[config.mk]
export PLATFORM = sky130hd
export DESIGN_NAME = udp_output_monitor
export DESIGN_NICKNAME = d
export VERILOG_FILES = /design/src/rtl/udp_output_monitor.sv
export SDC_FILE = /design/constraint.sdc
export NUM_CORES = 1
export LEC_CHECK = 0
export ABC_AREA = 1
export BUFFER_PORTS_ARGS = -buffer_cell sky130_fd_sc_hd__buf_2
export CORE_ASPECT_RATIO = 1.4
export CORE_MARGIN = 8
export CORE_UTILIZATION = 25
export DETAILED_ROUTE_END_ITERATION = 6
export PLACE_DENSITY = 0.45
export SLEW_MARGIN = 20
export SYNTH_ARGS = -nofsm -noshare
export SYNTH_HDL_FRONTEND = slang
export SYNTH_SLANG_ARGS = --single-unit
[constraint.sdc]
create_clock -name clock -period 1.4 [get_ports clock]
set_input_delay 0.21 -clock clock [delete_from_list [all_inputs] [get_ports clock]]
set_output_delay 0.21 -clock clock [all_outputs]
set_load 0.02 [all_outputs]
[src/rtl/udp_output_monitor.sv]
// Output monitor for the UDP combinational stage: saturating f rising-edge count,
// e run-length detector, and (with UDP_MON_CHECK_EN) a sticky f == e&d consistency check.
module udp_output_monitor #(
    parameter int CNT_W   = 8,
    parameter int RUN_LEN = 4,
    parameter int RUN_W   = 4
) (
    input  logic             clock,
    input  logic             reset,
    input  logic             in_valid,
    input  logic             e_in,
    input  logic             f_in,
    input  logic             clear,
    output logic [CNT_W-1:0] f_count,
    output logic             f_ovf,
    output logic [RUN_W-1:0] run_len_cur,
    output logic             run_detect
`ifdef UDP_MON_CHECK_EN
    ,
    input  logic             d_in,
    output logic             chk_err
`endif
);

    typedef enum logic [1:0] {
        IDLE = 2'b00,
        RUN  = 2'b01,
        HIT  = 2'b10
    } state_t;

    localparam logic [RUN_W-1:0] RUN_ONE    = RUN_W'(1);
    localparam logic [RUN_W-1:0] RUN_TARGET = RUN_W'(RUN_LEN);
    localparam logic [RUN_W-1:0] RUN_MAX    = '1;
    localparam logic [CNT_W-1:0] CNT_ONE    = CNT_W'(1);
    localparam logic [CNT_W-1:0] CNT_MAX    = '1;

    state_t           state_q, state_d;
    logic [CNT_W-1:0] f_count_q, f_count_d;
    logic             f_ovf_q, f_ovf_d;
    logic             f_prev_q, f_prev_d;
    logic [RUN_W-1:0] run_len_q, run_len_d;
    logic             run_detect_q, run_detect_d;
    logic             f_rise;

    assign f_rise = in_valid & f_in & ~f_prev_q;

    always_comb begin
        f_prev_d     = f_prev_q;
        f_count_d    = f_count_q;
        f_ovf_d      = f_ovf_q;
        state_d      = state_q;
        run_len_d    = run_len_q;
        run_detect_d = 1'b0;

        if (in_valid) f_prev_d = f_in;

        // clear takes priority so a coincident edge is dropped, not counted
        if (clear) begin
            f_count_d = '0;
            f_ovf_d   = 1'b0;
        end else if (f_rise) begin
            if (f_count_q != CNT_MAX) f_count_d = f_count_q + CNT_ONE;
            else                      f_ovf_d   = 1'b1;
        end

        case (state_q)
            IDLE: if (in_valid) begin
                if (e_in) begin
                    run_len_d = RUN_ONE;
                    if (RUN_ONE == RUN_TARGET) begin
                        state_d      = HIT;
                        run_detect_d = 1'b1;
                    end else begin
                        state_d = RUN;
                    end
                end else begin
                    run_len_d = '0;
                end
            end
            RUN: if (in_valid) begin
                if (e_in) begin
                    run_len_d = run_len_q + RUN_ONE;
                    if (run_len_q + RUN_ONE == RUN_TARGET) begin
                        state_d      = HIT;
                        run_detect_d = 1'b1;
                    end
                end else begin
                    state_d   = IDLE;
                    run_len_d = '0;
                end
            end
            HIT: if (in_valid) begin
                if (e_in) begin
                    if (run_len_q != RUN_MAX) run_len_d = run_len_q + RUN_ONE;
                end else begin
                    state_d   = IDLE;
                    run_len_d = '0;
                end
            end
            default: begin
                state_d   = IDLE;
                run_len_d = '0;
            end
        endcase
    end

    always_ff @(posedge clock) begin
        if (reset) begin
            state_q      <= IDLE;
            f_count_q    <= '0;
            f_ovf_q      <= 1'b0;
            f_prev_q     <= 1'b0;
            run_len_q    <= '0;
            run_detect_q <= 1'b0;
        end else begin
            state_q      <= state_d;
            f_count_q    <= f_count_d;
            f_ovf_q      <= f_ovf_d;
            f_prev_q     <= f_prev_d;
            run_len_q    <= run_len_d;
            run_detect_q <= run_detect_d;
        end
    end

    assign f_count     = f_count_q;
    assign f_ovf       = f_ovf_q;
    assign run_len_cur = run_len_q;
    assign run_detect  = run_detect_q;

`ifdef UDP_MON_CHECK_EN
    logic chk_err_q, chk_err_d;

    always_comb begin
        chk_err_d = chk_err_q;
        if (in_valid && (f_in != (e_in & d_in))) chk_err_d = 1'b1;
    end

    always_ff @(posedge clock) begin
        if (reset) chk_err_q <= 1'b0;
        else       chk_err_q <= chk_err_d;
    end

    assign chk_err = chk_err_q;
`endif

endmodule

==> tab_implementation.tex, run 1 <==
\begin{tabular}{lr}
\hline
Metric & Value \\
\hline
\multicolumn{2}{l}{\textbf{Power}} \\
\quad P\_leak & between 0.6 and 0.7 nW \\
\quad Internal power & roughly 1.1 mW \\
\quad Switching Fraction & roughly two fifths \\
\quad Largest voltage drop on the vdd net & 970 uV \\
\quad Combinational share of power & 44.2\% \\
\quad Sw power & just under 0.7 mW \\
\quad Clock network fraction of total power & approximately a fifth \\
\quad Share of power burned in registers & between 30 and 40\% \\
\quad Power density over the cells & 1380 nW/um\^{}2 \\
\multicolumn{2}{l}{\textbf{Clock network}} \\
\quad Clock-pin slew reported for the worst setup and hold paths after clock tree synthesis & 70 ps \\
\quad Clock root buffer & clkbuf\_8 \\
\quad Clk sinks & 17 \\
\quad Hold-fix buffers at CTS & 0 \\
\quad CTS Buf Count & 3 \\
\quad Clock latency reported for the late side of the worst-skew pair & around 240 ps \\
\quad CTS tree & built \\
\quad Maximum level of the CTS H-tree & 1 \\
\quad Maximum number of buffers from clock root to sink & 2 \\
\multicolumn{2}{l}{\textbf{Global routing}} \\
\quad Largest net degree at the start of global routing & 10 \\
\quad Total routing usage reported by global routing & $\sim$8.0\% \\
\quad First-pass GRT wire length & 3.84 mm \\
\quad Number of antenna violations at the first check in global routing & 0 \\
\quad Via count of the first global-routing pass & just over 900 \\
\quad Congestion Overflow GR & 0 \\
\multicolumn{2}{l}{\textbf{STA}} \\
\quad Post-layout minimum cycle time & approximately 1300 ps \\
\quad Worst Skew & approximately 2.5 ps \\
\quad Count of pins over their slew limit & 0 \\
\quad Setup violators final & 0 \\
\quad Max-Slew Margin vs Limit & between 80\% and 90\% \\
\quad Unrepaired setup endpoints after global routing & yes \\
\quad Sum Neg Setup Slack & 0 ps \\
\quad Tightest Pin Transition & approximately 250 ps \\
\quad Final hold violation count & 0 \\
\quad Final period util & between 90\% and 100\% \\
\quad Highest clock frequency the design can meet & around 760 MHz \\
\quad Post-Route Hold Slack & between 200 and 250 ps \\
\multicolumn{2}{l}{\textbf{Cells and area}} \\
\quad Number of diodes & 0 \\
\quad Area Growth Syn to Fin & 36.8\% \\
\quad Fraction of layout cells with a size suffix above 1 & roughly a third \\
\quad FILL cells & between 400 and 500 \\
\quad Net total in the final layout & around 190 \\
\quad Final Core Density & approximately 36\% \\
\multicolumn{2}{l}{\textbf{Hold path}} \\
\quad Startpoint of the tightest hold check path & reset \\
\quad Endpoint of the worst hold path & run\_len\_cur[3] \\
\quad Worst min path class & primary input to flip-flop \\
\quad Cell depth of the worst hold path & 2 \\
\multicolumn{2}{l}{\textbf{Placement}} \\
\quad Last weighted congestion value of the routability-driven placer & about 0.78 \\
\quad Sum of net half-perimeters after detailed placement & 1.86 mm \\
\quad I/O Buffers & 19 \\
\multicolumn{2}{l}{\textbf{Logic synthesis}} \\
\quad Yosys warning count & 0 \\
\quad Syn avg cell area & 6.88 sq um \\
\quad Total nets after synthesis & roughly 150 \\
\quad Number of enable-type register cells in the synthesized netlist & 0 \\
\quad Most numerous cell types in the synthesized netlist & nand2\_1 (35), inv\_1 (19), dfxtp\_1 (17), nor2\_1 (13), a21oi\_1 (12) \\
\quad Count of mapped cells out of synthesis & around 140 \\
\quad Proportion of netlist area held by the largest area contributor & roughly 36\% \\
\quad Prevailing post-synth register cell & dfxtp\_1 \\
\quad Most area-hungry cell type in the Yosys netlist & dfxtp\_1 \\
\quad Ys async rst share & 0\% \\
\quad Number of synthesized register bits & 17 \\
\quad Post-Syn Area & roughly 950 sq um \\
\quad Distinct cell type count of the synthesized netlist & 21 \\
\quad Seq/Total Area, Yosys & around 36\% \\
\quad Top post-synthesis cells by area & dfxtp\_1 (36\%), nand2\_1 (14\%), ha\_1 (9.2\%), inv\_1 (7.5\%), a21oi\_1 (6.3\%) \\
\quad Most frequent cell after synthesis & nand2\_1 \\
\multicolumn{2}{l}{\textbf{Drt}} \\
\quad Wirelength, routed & between 2 and 2.5 mm \\
\quad Detail-routed via count per cell & 4.51 \\
\quad Routed length per instance & roughly 12 microns \\
\quad Number of optimization iterations in the first detailed-route pass & 4 \\
\quad Remaining antenna violation count & 0 \\
\quad Vias & a little under 1k \\
\quad DRC Markers & 0 \\
\quad DR iter-0 viols & 43 \\
\multicolumn{2}{l}{\textbf{Floorplanning}} \\
\quad Core Area & 3640 sq um \\
\quad Area of the die & 6050 sq um \\
\quad Initial Util & approximately a quarter \\
\quad Die boundary width & around 70 microns \\
\quad Core Rows & 26 \\
\quad Die span in y & 88.9 microns \\
\quad Ports placed on the boundary & 20 \\
\multicolumn{2}{l}{\textbf{Job}} \\
\quad Max-cap viol count & 0 \\
\multicolumn{2}{l}{\textbf{Worst setup path}} \\
\quad Startpoint class of the critical path & flip-flop \\
\quad Crit path buf inv count & 1 \\
\quad Launch point of the worst reg-to-reg path & state\_q[0] \\
\quad Worst path max stage delay & approximately 340 ps \\
\quad Max Fanout on Critical Path & 7 \\
\quad Signal arrival time at the worst endpoint & $\sim$1500 ps \\
\quad Largest delay contributor family on the critical path & compound AO/OA/AOI/OAI gates \\
\quad Terminus of the critical flop-to-flop path & run\_len\_cur[2] \\
\quad Crit Path Class & flip-flop to flip-flop \\
\quad R2R setup slack & between 80 and 90 ps \\
\quad Kind of end point of the critical path & flip-flop \\
\quad Endpoint required time on the critical path & between 1500 and 2000 ps \\
\quad Number of cells on the worst reg-to-reg path & 7 \\
\quad Crit-path slowest cell & dfxtp\_2 \\
\quad Critical-path cell list & inv\_2, ha\_2, o21ai\_2, nand2\_2, nor2\_4, o21ai\_1, o211a\_1 \\
\multicolumn{2}{l}{\textbf{Run status}} \\
\quad Status & finished, final reports clean \\
\hline
\end{tabular}
==> layout make-up <==
type / count / area (sq um) / share of cell area, %
clock buffer: 4 / 45.0 / 3.47
inverter: 20 / 75.1 / 5.78
multi-input combinational: 102 / 607 / 46.7
sequential: 17 / 349 / 26.9
tap: 42 / 52.6 / 4.05
timing repair buffer: 29 / 170 / 13.1
==> cells in the final DEF, fill, tap and decap left out <==
| cell type | n |
|---|---|
| nand3_1 | 10 |
| dfxtp_1 | 10 |
| nor2_2 | 2 |
| o21ai_2 | 1 |
| buf_2 | 19 |
| xor2_1 | 2 |
| nor2_1 | 10 |
| nand2_4 | 1 |
| o21a_1 | 1 |
| nor2_4 | 2 |
| clkbuf_1 | 1 |
| nor3_1 | 1 |
| dfxtp_2 | 7 |
| nand2_2 | 6 |
| nor4_1 | 1 |
| nand2_1 | 31 |
| nand4_1 | 2 |
| inv_2 | 4 |
| a21oi_1 | 12 |
| buf_4 | 10 |
| inv_1 | 16 |
| or2_0 | 1 |
| o21ai_1 | 4 |
| o211a_1 | 1 |
| clkbuf_8 | 3 |
| xnor2_1 | 2 |
| o21ai_0 | 4 |
| ha_1 | 3 |
| ha_4 | 2 |
| nor3_2 | 1 |
| ha_2 | 2 |
==> state kept, by name, summed over array words and instances (netlist names) <==
name	count
f_count	8
run_len_cur	4
run_detect	1
f_ovf	1
f_prev_q	1
state_q	2
==> worst register-to-register path: stages (launching register included) <==
cell and delay (ps):
dfxtp_2 340, inv_2 60, ha_2 190, o21ai_2 140, nand2_2 100, nor2_4 170
o21ai_1 100, o211a_1 120
==> kinds of logic (layout without fill, tap and decap cells) <==
group	count (synthesis)	in the layout	share of synthesized area [%]
simple gates	67	68	30.4
compound gates	23	23	12.9
buf+inv	20	53	7.90
flops	17	17	35.8
fa+ha+maj	7	7	9.22
xor+xnor	4	4	3.69
==> per-layer routing <==
layer | routed length [microns] | global-route usage (%) | vias to the layer above | share of wire, %
met4 | 39 | 3.36 | 0 | 1.6
met3 | 120 | 2.38 | 4 | 4.9
met5 | 0 | 0 | - | 0
li1 | - | - | 512 | -
met2 | 1200 | 13.1 | 22 | 48
met1 | 1120 | 9.40 | 427 | 45
==> power by group through the flow <==
stage	Combinational, mW	Clock [mW]	Sequential (mW)
6_report	0.792	0.364	0.634
4_1_cts	0.673	0.383	0.603
3_3_place_gp	0.643	0	0.609
3_5_place_dp	0.641	0	0.608
5_1_grt	0.897	0.404	0.643
2_1_floorplan	0.358	0	0.668
==> timing repair <==
action,CTS,global route
setup buffers,0,0
cloned,0,1
resized for setup,5,23
endpoints found under the setup margin,6,13
pin swaps,2,8
==> metrics by stage <==
stage               setup WS, ps  instance area (sq um)  power (mW)  instances
finish                      87.8                   1300        1.79        214
global route               -9.44                   1300        1.94        214
CTS                         16.1                   1230        1.66        213
detailed placement         -75.1                   1180        1.25        209
global placement           -7.11                   1180        1.25        209
floorplan                   45.8                    955        1.03        138
==> worst max path at each step <==
stage	start	endpoint	slack, ps	cells past startpoint
finish	state_q[0]	run_len_cur[2]	90	7
global route	run_len_cur[0]	state_q[0]	-9	10
CTS	state_q[0]	run_len_cur[0]	20	8
detailed placement	state_q[1]	run_len_cur[2]	-80	7
global placement	state_q[1]	run_len_cur[2]	-7	7
floorplan	run_len_cur[0]	state_q[0]	50	10
Note: power is estimated with default switching activity, not from simulation.
==> inputs of run 2 (changes only) <==
--- a/config.mk
+++ b/config.mk
@@ -12,6 +12,7 @@
 export CORE_UTILIZATION = 25
 export DETAILED_ROUTE_END_ITERATION = 6
 export PLACE_DENSITY = 0.45
+export RECOVER_POWER = 50
 export SLEW_MARGIN = 20
 export SYNTH_ARGS = -nofsm -noshare
 export SYNTH_HDL_FRONTEND = slang
==> run 2 against run 1 <==
Effect of this change: fmax hardly changed; via count rose by 0.10%; routed wire length increased by 0.77%; sequential power about the same; clock power about the same; power barely moved; register-to-register slack barely moved; first-iteration DRC count unchanged; cell area shrank 1.1%; global-route usage unchanged; critical endpoint unchanged.
==> tab_implementation.tex, run 2 (same netlist as run 1, synthesis figures left out) <==
\begin{tabular}{lr}
\hline
Metric & Value \\
\hline
\multicolumn{2}{l}{\textbf{Cells and area}} \\
\quad Net total in the final layout & 186 (unchanged) \\
\quad Most frequent cells in the layout & nand2\_1 (31), inv\_1 (16), a21oi\_1 (12), clkbuf\_1 (12) (was nand2\_1 (31), buf\_2 (19), inv\_1 (16)) \\
\quad Number of diodes & 0 (unchanged) \\
\quad Commonest non-fill, non-tap cell in the layout & nand2\_1 (unchanged) \\
\quad Layout Cell Area excl Fill & 1280 sq um (was 1300 sq um) \\
\quad Flip-flop count of the largest register, all copies and words added & 8 (unchanged) \\
\quad FILL cells & 417 (was 407) \\
\quad Fraction of layout cells with a size suffix above 1 & 28.5\% (was 34.9\%) \\
\quad Area Growth Syn to Fin & 35.3\% (was 36.8\%) \\
\multicolumn{2}{l}{\textbf{STA}} \\
\quad Sum Neg Setup Slack & 0 ps (unchanged) \\
\quad Max-Slew Margin vs Limit & 83.2\% (about the same) \\
\quad Final hold violation count & 0 (unchanged) \\
\quad Worst Skew & 2.85 ps (was 2.54 ps) \\
\quad Tightest Pin Transition & 249 ps (about the same) \\
\quad Unrepaired setup endpoints after global routing & yes (unchanged) \\
\quad Smallest setup slack after layout & 88.9 ps (was 87.8 ps) \\
\quad Post-layout minimum cycle time & 1310 ps (about the same) \\
\quad Setup violators final & 0 (unchanged) \\
\quad Highest clock frequency the design can meet & 763 MHz (was 762 MHz) \\
\quad Final period util & 93.7\% (about the same) \\
\quad Post-Route Hold Slack & 214 ps (was 213 ps) \\
\quad Count of pins over their slew limit & 0 (unchanged) \\
\multicolumn{2}{l}{\textbf{Clock network}} \\
\quad Clock-pin slew reported for the worst setup and hold paths after clock tree synthesis & 70 ps (about the same) \\
\quad Maximum level of the CTS H-tree & 1 (unchanged) \\
\quad Hold-fix buffers at CTS & 0 (unchanged) \\
\quad Post-CTS setup-driven buffer insertion count & 0 (unchanged) \\
\quad Clock latency reported for the late side of the worst-skew pair & 250 ps (was 240 ps) \\
\quad Maximum number of buffers from clock root to sink & 2 (unchanged) \\
\quad Clk sinks & 17 (unchanged) \\
\quad CTS Buf Count & 3 (unchanged) \\
\quad Clock root buffer & clkbuf\_8 (unchanged) \\
\quad CTS tree & built (unchanged) \\
\multicolumn{2}{l}{\textbf{Global routing}} \\
\quad Number of antenna violations at the first check in global routing & 0 (unchanged) \\
\quad Congestion Overflow GR & 0 (unchanged) \\
\quad First-pass GRT wire length & 3.84 mm (unchanged) \\
\quad Largest net degree at the start of global routing & 10 (unchanged) \\
\quad Via count of the first global-routing pass & 905 (unchanged) \\
\quad Total routing usage reported by global routing & 8.02\% (unchanged) \\
\multicolumn{2}{l}{\textbf{Power}} \\
\quad Sw power & 0.694 mW (about the same) \\
\quad Internal power & 1.10 mW (about the same) \\
\quad Switching Fraction & 38.8\% (was 38.7\%) \\
\quad Largest voltage drop on the vdd net & 970 uV (about the same) \\
\quad Clock network fraction of total power & 20.4\% (was 20.3\%) \\
\quad Combinational share of power & 44.2\% (about the same) \\
\quad Total design power & 1.79 mW (about the same) \\
\quad P\_leak & 0.562 nW (was 0.610 nW) \\
\quad Share of power burned in registers & 35.4\% (about the same) \\
\quad Power density over the cells & 1390 nW/um\^{}2 (was 1380 nW/um\^{}2) \\
\multicolumn{2}{l}{\textbf{Floorplanning}} \\
\quad Area of the die & 6050 sq um (unchanged) \\
\quad Die span in y & 88.9 microns (unchanged) \\
\quad Core Area & 3640 sq um (unchanged) \\
\quad Die boundary width & 68.1 microns (unchanged) \\
\quad Initial Util & 26.1\% (unchanged) \\
\quad Core Rows & 26 (unchanged) \\
\quad Ports placed on the boundary & 20 (unchanged) \\
\multicolumn{2}{l}{\textbf{Drt}} \\
\quad DR iter-0 viols & 43 (unchanged) \\
\quad Remaining antenna violation count & 0 (unchanged) \\
\quad Vias & 966 (was 965) \\
\quad DRC Markers & 0 (unchanged) \\
\quad Number of optimization iterations in the first detailed-route pass & 4 (unchanged) \\
\quad Routed length per instance & 11.6 microns (was 11.5 microns) \\
\quad Detail-routed via count per cell & 4.51 (about the same) \\
\quad Wirelength, routed & 2.49 mm (was 2.47 mm) \\
\multicolumn{2}{l}{\textbf{Worst setup path}} \\
\quad Terminus of the critical flop-to-flop path & run\_len\_cur[2] (unchanged) \\
\quad Crit-path slowest cell & dfxtp\_2 (unchanged) \\
\quad Crit Path Class & flip-flop to flip-flop (unchanged) \\
\quad Signal arrival time at the worst endpoint & 1450 ps (about the same) \\
\quad Startpoint class of the critical path & flip-flop (unchanged) \\
\quad Endpoint required time on the critical path & 1540 ps (about the same) \\
\quad Worst setup path endpoint & run\_len\_cur[2] (unchanged) \\
\quad R2R setup slack & 90 ps (about the same) \\
\quad Max Fanout on Critical Path & 7 (unchanged) \\
\quad Largest delay contributor family on the critical path & compound AO/OA/AOI/OAI gates (unchanged) \\
\quad Crit path buf inv count & 1 (unchanged) \\
\quad Launch point of the worst reg-to-reg path & state\_q[0] (unchanged) \\
\quad Number of cells on the worst reg-to-reg path & 7 (unchanged) \\
\quad Kind of end point of the critical path & flip-flop (unchanged) \\
\quad Crit path depth & 7 (unchanged) \\
\quad Worst path max stage delay & 340 ps (about the same) \\
\quad Critical-path cell list & inv\_2, ha\_2, o21ai\_2, nand2\_2, nor2\_4, o21ai\_1, o211a\_1 (unchanged) \\
\quad Launch point of the worst path & state\_q[0] (unchanged) \\
\multicolumn{2}{l}{\textbf{Placement}} \\
\quad I/O Buffers & 19 (unchanged) \\
\quad Sum of net half-perimeters after detailed placement & 1.86 mm (unchanged) \\
\quad Last weighted congestion value of the routability-driven placer & 0.785 (unchanged) \\
\quad DP Worst Slack & -75.1 ps (unchanged) \\
\quad Placed cell area & 1180 sq um (unchanged) \\
\multicolumn{2}{l}{\textbf{Run status}} \\
\quad Status & finished, final reports clean (unchanged) \\
\multicolumn{2}{l}{\textbf{Job}} \\
\quad Max-cap viol count & 0 (unchanged) \\
\multicolumn{2}{l}{\textbf{Hold path}} \\
\quad Worst min path class & primary input to flip-flop (unchanged) \\
\hline
\end{tabular}
-- run 2: repair_timing --
action | in CTS | in global routing
endpoints found under the setup margin | 6 | 13
pin swaps | 2 | 8
cloned | 0 | 1
endpoints found under the hold margin | 0 | 0
resized for setup | 5 | 23
-- run 2: stage by stage --
step / utilization (%) / std cells
2_1_floorplan: - / 138
3_3_place_gp: 32.3 / 209
3_5_place_dp: 32.3 / 209
4_1_cts: 33.8 / 213
5_1_grt: 35.3 / 214
6_report: 35.3 / 214
-- run 2: area by class of cell --
cell class,instances,area [sq um],share of cell area (%)
Sequential cell,17,349,27.2
Timing Repair Buffer,29,156,12.2
Tap cell,42,52.6,4.09
Multi-Input combinational cell,102,607,47.2
Inverter,20,75.1,5.84
Clock buffer,4,45.0,3.51
-- run 2: worst reg2reg max path: cells and delay by family (launching register included) --
family	cells	cell delay (ps)
fa+ha+maj	1	190
flops	1	340
simple gates	2	270
compound gates	3	360
buf+inv	1	60
-- run 2: power groups by stage --
stage,Combinational (mW),Clock [mW],Sequential (mW)
6_report,0.792,0.365,0.634
3_5_place_dp,0.641,0,0.608
5_1_grt,0.897,0.404,0.643
2_1_floorplan,0.358,0,0.668
3_3_place_gp,0.643,0,0.609
4_1_cts,0.673,0.383,0.603
-- run 2: worst min path at each step --
stage,from,end,depth (start not counted)
finish,reset,run_len_cur[3],2
global route,reset,f_prev_q,2
CTS,reset,f_prev_q,2
detailed placement,f_ovf,f_ovf,1
global placement,reset,f_prev_q,2
floorplan,reset,f_prev_q,1
-- run 2: routing by layer --
layer  track usage, %  vias to the layer above  routed length, microns
li1                 -                      510                       -
met1             9.40                      432                    1130
met2             13.1                       20                    1200
met3             2.38                        4                     123
met4             3.36                        0                      39
met5                0                        -                       0
==> inputs of run 3 (changes only) <==
--- a/config.mk
+++ b/config.mk
@@ -9,9 +9,9 @@
 export BUFFER_PORTS_ARGS = -buffer_cell sky130_fd_sc_hd__buf_2
 export CORE_ASPECT_RATIO = 1.4
 export CORE_MARGIN = 8
-export CORE_UTILIZATION = 25
+export CORE_UTILIZATION = 47
 export DETAILED_ROUTE_END_ITERATION = 6
-export PLACE_DENSITY = 0.45
+export PLACE_DENSITY = 0.74
 export RECOVER_POWER = 50
 export SLEW_MARGIN = 20
 export SYNTH_ARGS = -nofsm -noshare
==> run 3 against run 2 <==
Effect of this change: non-clock buffer count decreased by 1; register-to-register slack got worse by 30 ps; clock power decreased by 29%; fmax down 1.9%; highest routed layer unchanged; cell count decreased by 10%; flip-flop and latch count stayed put; combinational power decreased by 6.6%; die area decreased by 38%.
==> tab_implementation.tex, run 3 (same netlist as run 1, synthesis figures left out) <==
\begin{tabular}{lr}
\hline
Metric & Value \\
\hline
\multicolumn{2}{l}{\textbf{Cells and area}} \\
\quad Layout Cell Area excl Fill & 1200 sq um (was 1280 sq um) \\
\quad Area Growth Syn to Fin & 26.4\% (was 35.3\%) \\
\quad Net total in the final layout & 185 (was 186) \\
\quad Number of diodes & 0 (unchanged) \\
\quad Most frequent cells in the layout & nand2\_1 (32), inv\_1 (19), clkbuf\_1 (13) (was nand2\_1 (31), inv\_1 (16), a21oi\_1 (12), clkbuf\_1 (12)) \\
\quad Commonest non-fill, non-tap cell in the layout & nand2\_1 (unchanged) \\
\quad Final Core Density & 62.3\% (was 35.3\%) \\
\quad Post-Layout Cell Count & 192 (was 214) \\
\quad Fraction of layout cells with a size suffix above 1 & 23.4\% (was 28.5\%) \\
\quad Flip-flop count of the largest register, all copies and words added & 8 (unchanged) \\
\multicolumn{2}{l}{\textbf{Worst setup path}} \\
\quad Number of cells on the worst reg-to-reg path & 7 (unchanged) \\
\quad Launch point of the worst reg-to-reg path & state\_q[1] (was state\_q[0]) \\
\quad Startpoint class of the critical path & flip-flop (unchanged) \\
\quad Terminus of the critical flop-to-flop path & run\_len\_cur[2] (unchanged) \\
\quad Max Fanout on Critical Path & 6 (was 7) \\
\quad Kind of end point of the critical path & flip-flop (unchanged) \\
\quad R2R setup slack & 60 ps (was 90 ps) \\
\quad Endpoint required time on the critical path & 1590 ps (was 1540 ps) \\
\quad Crit Path Class & flip-flop to flip-flop (unchanged) \\
\quad Signal arrival time at the worst endpoint & 1530 ps (was 1450 ps) \\
\multicolumn{2}{l}{\textbf{Hold path}} \\
\quad Startpoint of the tightest hold check path & reset (unchanged) \\
\quad Endpoint of the worst hold path & f\_prev\_q (was run\_len\_cur[3]) \\
\quad Cell depth of the worst hold path & 2 (unchanged) \\
\quad Worst min path class & primary input to flip-flop (unchanged) \\
\multicolumn{2}{l}{\textbf{Drt}} \\
\quad DR iter-0 viols & 23 (was 43) \\
\quad Wirelength, routed & 2.32 mm (was 2.49 mm) \\
\quad Routed length per instance & 12.1 microns (was 11.6 microns) \\
\quad Remaining antenna violation count & 0 (unchanged) \\
\quad DRC Markers & 0 (unchanged) \\
\quad Number of optimization iterations in the first detailed-route pass & 4 (unchanged) \\
\quad Vias & 991 (was 966) \\
\quad Detail-routed via count per cell & 5.16 (was 4.51) \\
\multicolumn{2}{l}{\textbf{Clock network}} \\
\quad Clock-pin slew reported for the worst setup and hold paths after clock tree synthesis & 100 ps (was 70 ps) \\
\quad CTS tree & built (unchanged) \\
\quad Clock root buffer & clkbuf\_4 (was clkbuf\_8) \\
\quad Maximum number of buffers from clock root to sink & 2 (unchanged) \\
\quad Maximum level of the CTS H-tree & 1 (unchanged) \\
\quad Clock latency reported for the late side of the worst-skew pair & 290 ps (was 250 ps) \\
\quad CTS Buf Count & 3 (unchanged) \\
\quad Clk sinks & 17 (unchanged) \\
\multicolumn{2}{l}{\textbf{Placement}} \\
\quad Placed cells & 185 (was 209) \\
\quad DP Worst Slack & -130 ps (was -75.1 ps) \\
\quad I/O Buffers & 19 (unchanged) \\
\quad Placed cell area & 1130 sq um (was 1180 sq um) \\
\quad Last weighted congestion value of the routability-driven placer & 0.854 (was 0.785) \\
\quad Sum of net half-perimeters after detailed placement & 1.76 mm (was 1.86 mm) \\
\multicolumn{2}{l}{\textbf{Global routing}} \\
\quad Total routing usage reported by global routing & 12.3\% (was 8.02\%) \\
\quad Number of antenna violations at the first check in global routing & 0 (unchanged) \\
\quad Met1 layer usage reported by global route & 12.9\% (was 9.40\%) \\
\quad Highest-utilization routing layer at the global route stage & met2 (unchanged) \\
\quad Congestion Overflow GR & 0 (unchanged) \\
\quad First-pass GRT wire length & 3.76 mm (was 3.84 mm) \\
\quad Met3 GRT Util & 2.58\% (was 2.38\%) \\
\quad Largest net degree at the start of global routing & 10 (unchanged) \\
\quad Grt met2 use & 22.4\% (was 13.1\%) \\
\quad Via count of the first global-routing pass & 947 (was 905) \\
\multicolumn{2}{l}{\textbf{STA}} \\
\quad Unrepaired setup endpoints after global routing & yes (unchanged) \\
\quad Count of pins over their slew limit & 0 (unchanged) \\
\quad Worst Skew & 1.39 ps (was 2.85 ps) \\
\quad Highest clock frequency the design can meet & 748 MHz (was 763 MHz) \\
\quad Smallest setup slack after layout & 63.8 ps (was 88.9 ps) \\
\quad Max-Slew Margin vs Limit & 82.7\% (was 83.2\%) \\
\quad Final hold violation count & 0 (unchanged) \\
\quad Setup violators final & 0 (unchanged) \\
\quad Tightest Pin Transition & 261 ps (was 249 ps) \\
\quad Post-layout minimum cycle time & 1340 ps (was 1310 ps) \\
\quad Final period util & 95.4\% (was 93.7\%) \\
\quad Sum Neg Setup Slack & 0 ps (unchanged) \\
\quad Post-Route Hold Slack & 159 ps (was 214 ps) \\
\multicolumn{2}{l}{\textbf{Run status}} \\
\quad Status & finished, final reports clean (unchanged) \\
\multicolumn{2}{l}{\textbf{Power}} \\
\quad Total design power & 1.62 mW (was 1.79 mW) \\
\quad Largest voltage drop on the vdd net & 1030 uV (was 970 uV) \\
\quad P\_leak & 0.546 nW (was 0.562 nW) \\
\quad Power density over the cells & 1350 nW/um\^{}2 (was 1390 nW/um\^{}2) \\
\multicolumn{2}{l}{\textbf{Floorplanning}} \\
\quad Ports placed on the boundary & 20 (unchanged) \\
\quad Die span in y & 69.2 microns (was 88.9 microns) \\
\quad Core Area & 1930 sq um (was 3640 sq um) \\
\quad Area of the die & 3740 sq um (was 6050 sq um) \\
\quad Core Rows & 19 (was 26) \\
\quad Initial Util & 49.3\% (was 26.1\%) \\
\quad Die boundary width & 54.0 microns (was 68.1 microns) \\
\multicolumn{2}{l}{\textbf{Job}} \\
\quad Max-cap viol count & 0 (unchanged) \\
\hline
\end{tabular}
[run 3: changes by cell type in the layout (fill, tap and decap cells not counted), moves of 2 or more]
cell | previous run | this run
o21ai_1 | 4 | 2
o21ai_0 | 4 | 6
clkbuf_4 | 0 | 3
ha_4 | 2 | 0
ha_1 | 3 | 5
inv_2 | 4 | 1
inv_1 | 16 | 19
clkbuf_8 | 3 | 0
[run 3: critical path: stages, from the launching register on]
cell and delay [ps]:
dfxtp_2 360, inv_1 70, ha_2 190, o21ai_2 140, nand2_2 120, nor2_4 140
o21ai_0 100, o211a_1 110
[run 3: power by group]
part / total (mW) / internal, mW / switching [mW]
registers: 0.619 / 0.559 / 0.0602
logic: 0.740 / 0.300 / 0.440
clock network: 0.260 / 0.111 / 0.150
total: 1.62 / 0.970 / 0.650
[run 3: worst max path at each step]
stage	start	endpoint	slack (ps)	cells past startpoint
after detailed placement	state_q[1]	run_len_cur[2]	-130	7
after global placement	state_q[1]	run_len_cur[2]	30	7
final	state_q[1]	run_len_cur[2]	60	7
after global routing	state_q[1]	run_len_cur[0]	-50	8
after floorplan	run_len_cur[0]	state_q[0]	50	10
after CTS	run_len_cur[0]	run_len_cur[2]	10	6
[run 3: per-layer routing]
| metal | part of all wire, % | vias to the layer above | routed length, microns |
|---|---|---|---|
| met5 | 0 | - | 0 |
| li1 | - | 507 | - |
| met3 | 5.4 | 4 | 126 |
| met4 | 1.2 | 0 | 27 |
| met2 | 54 | 29 | 1250 |
| met1 | 40 | 451 | 920 |
[run 3: layout make-up]
type | instances | area (sq um)
fillers | 190 | 726
flip-flops and latches | 17 | 348
clock buffers | 4 | 26.3
multi-input cells | 102 | 577
repair buffers | 28 | 148
well taps | 21 | 26.3
inverters | 20 | 75.1
[run 3: repair_timing]
action                     4_1_cts  5_1_grt
gates resized for setup          6       11
buffers inserted                 1        1
gates cloned                     0        1
pin swaps                        2        5
hold buffers                     0        0
setup endpoints to repair        6       12
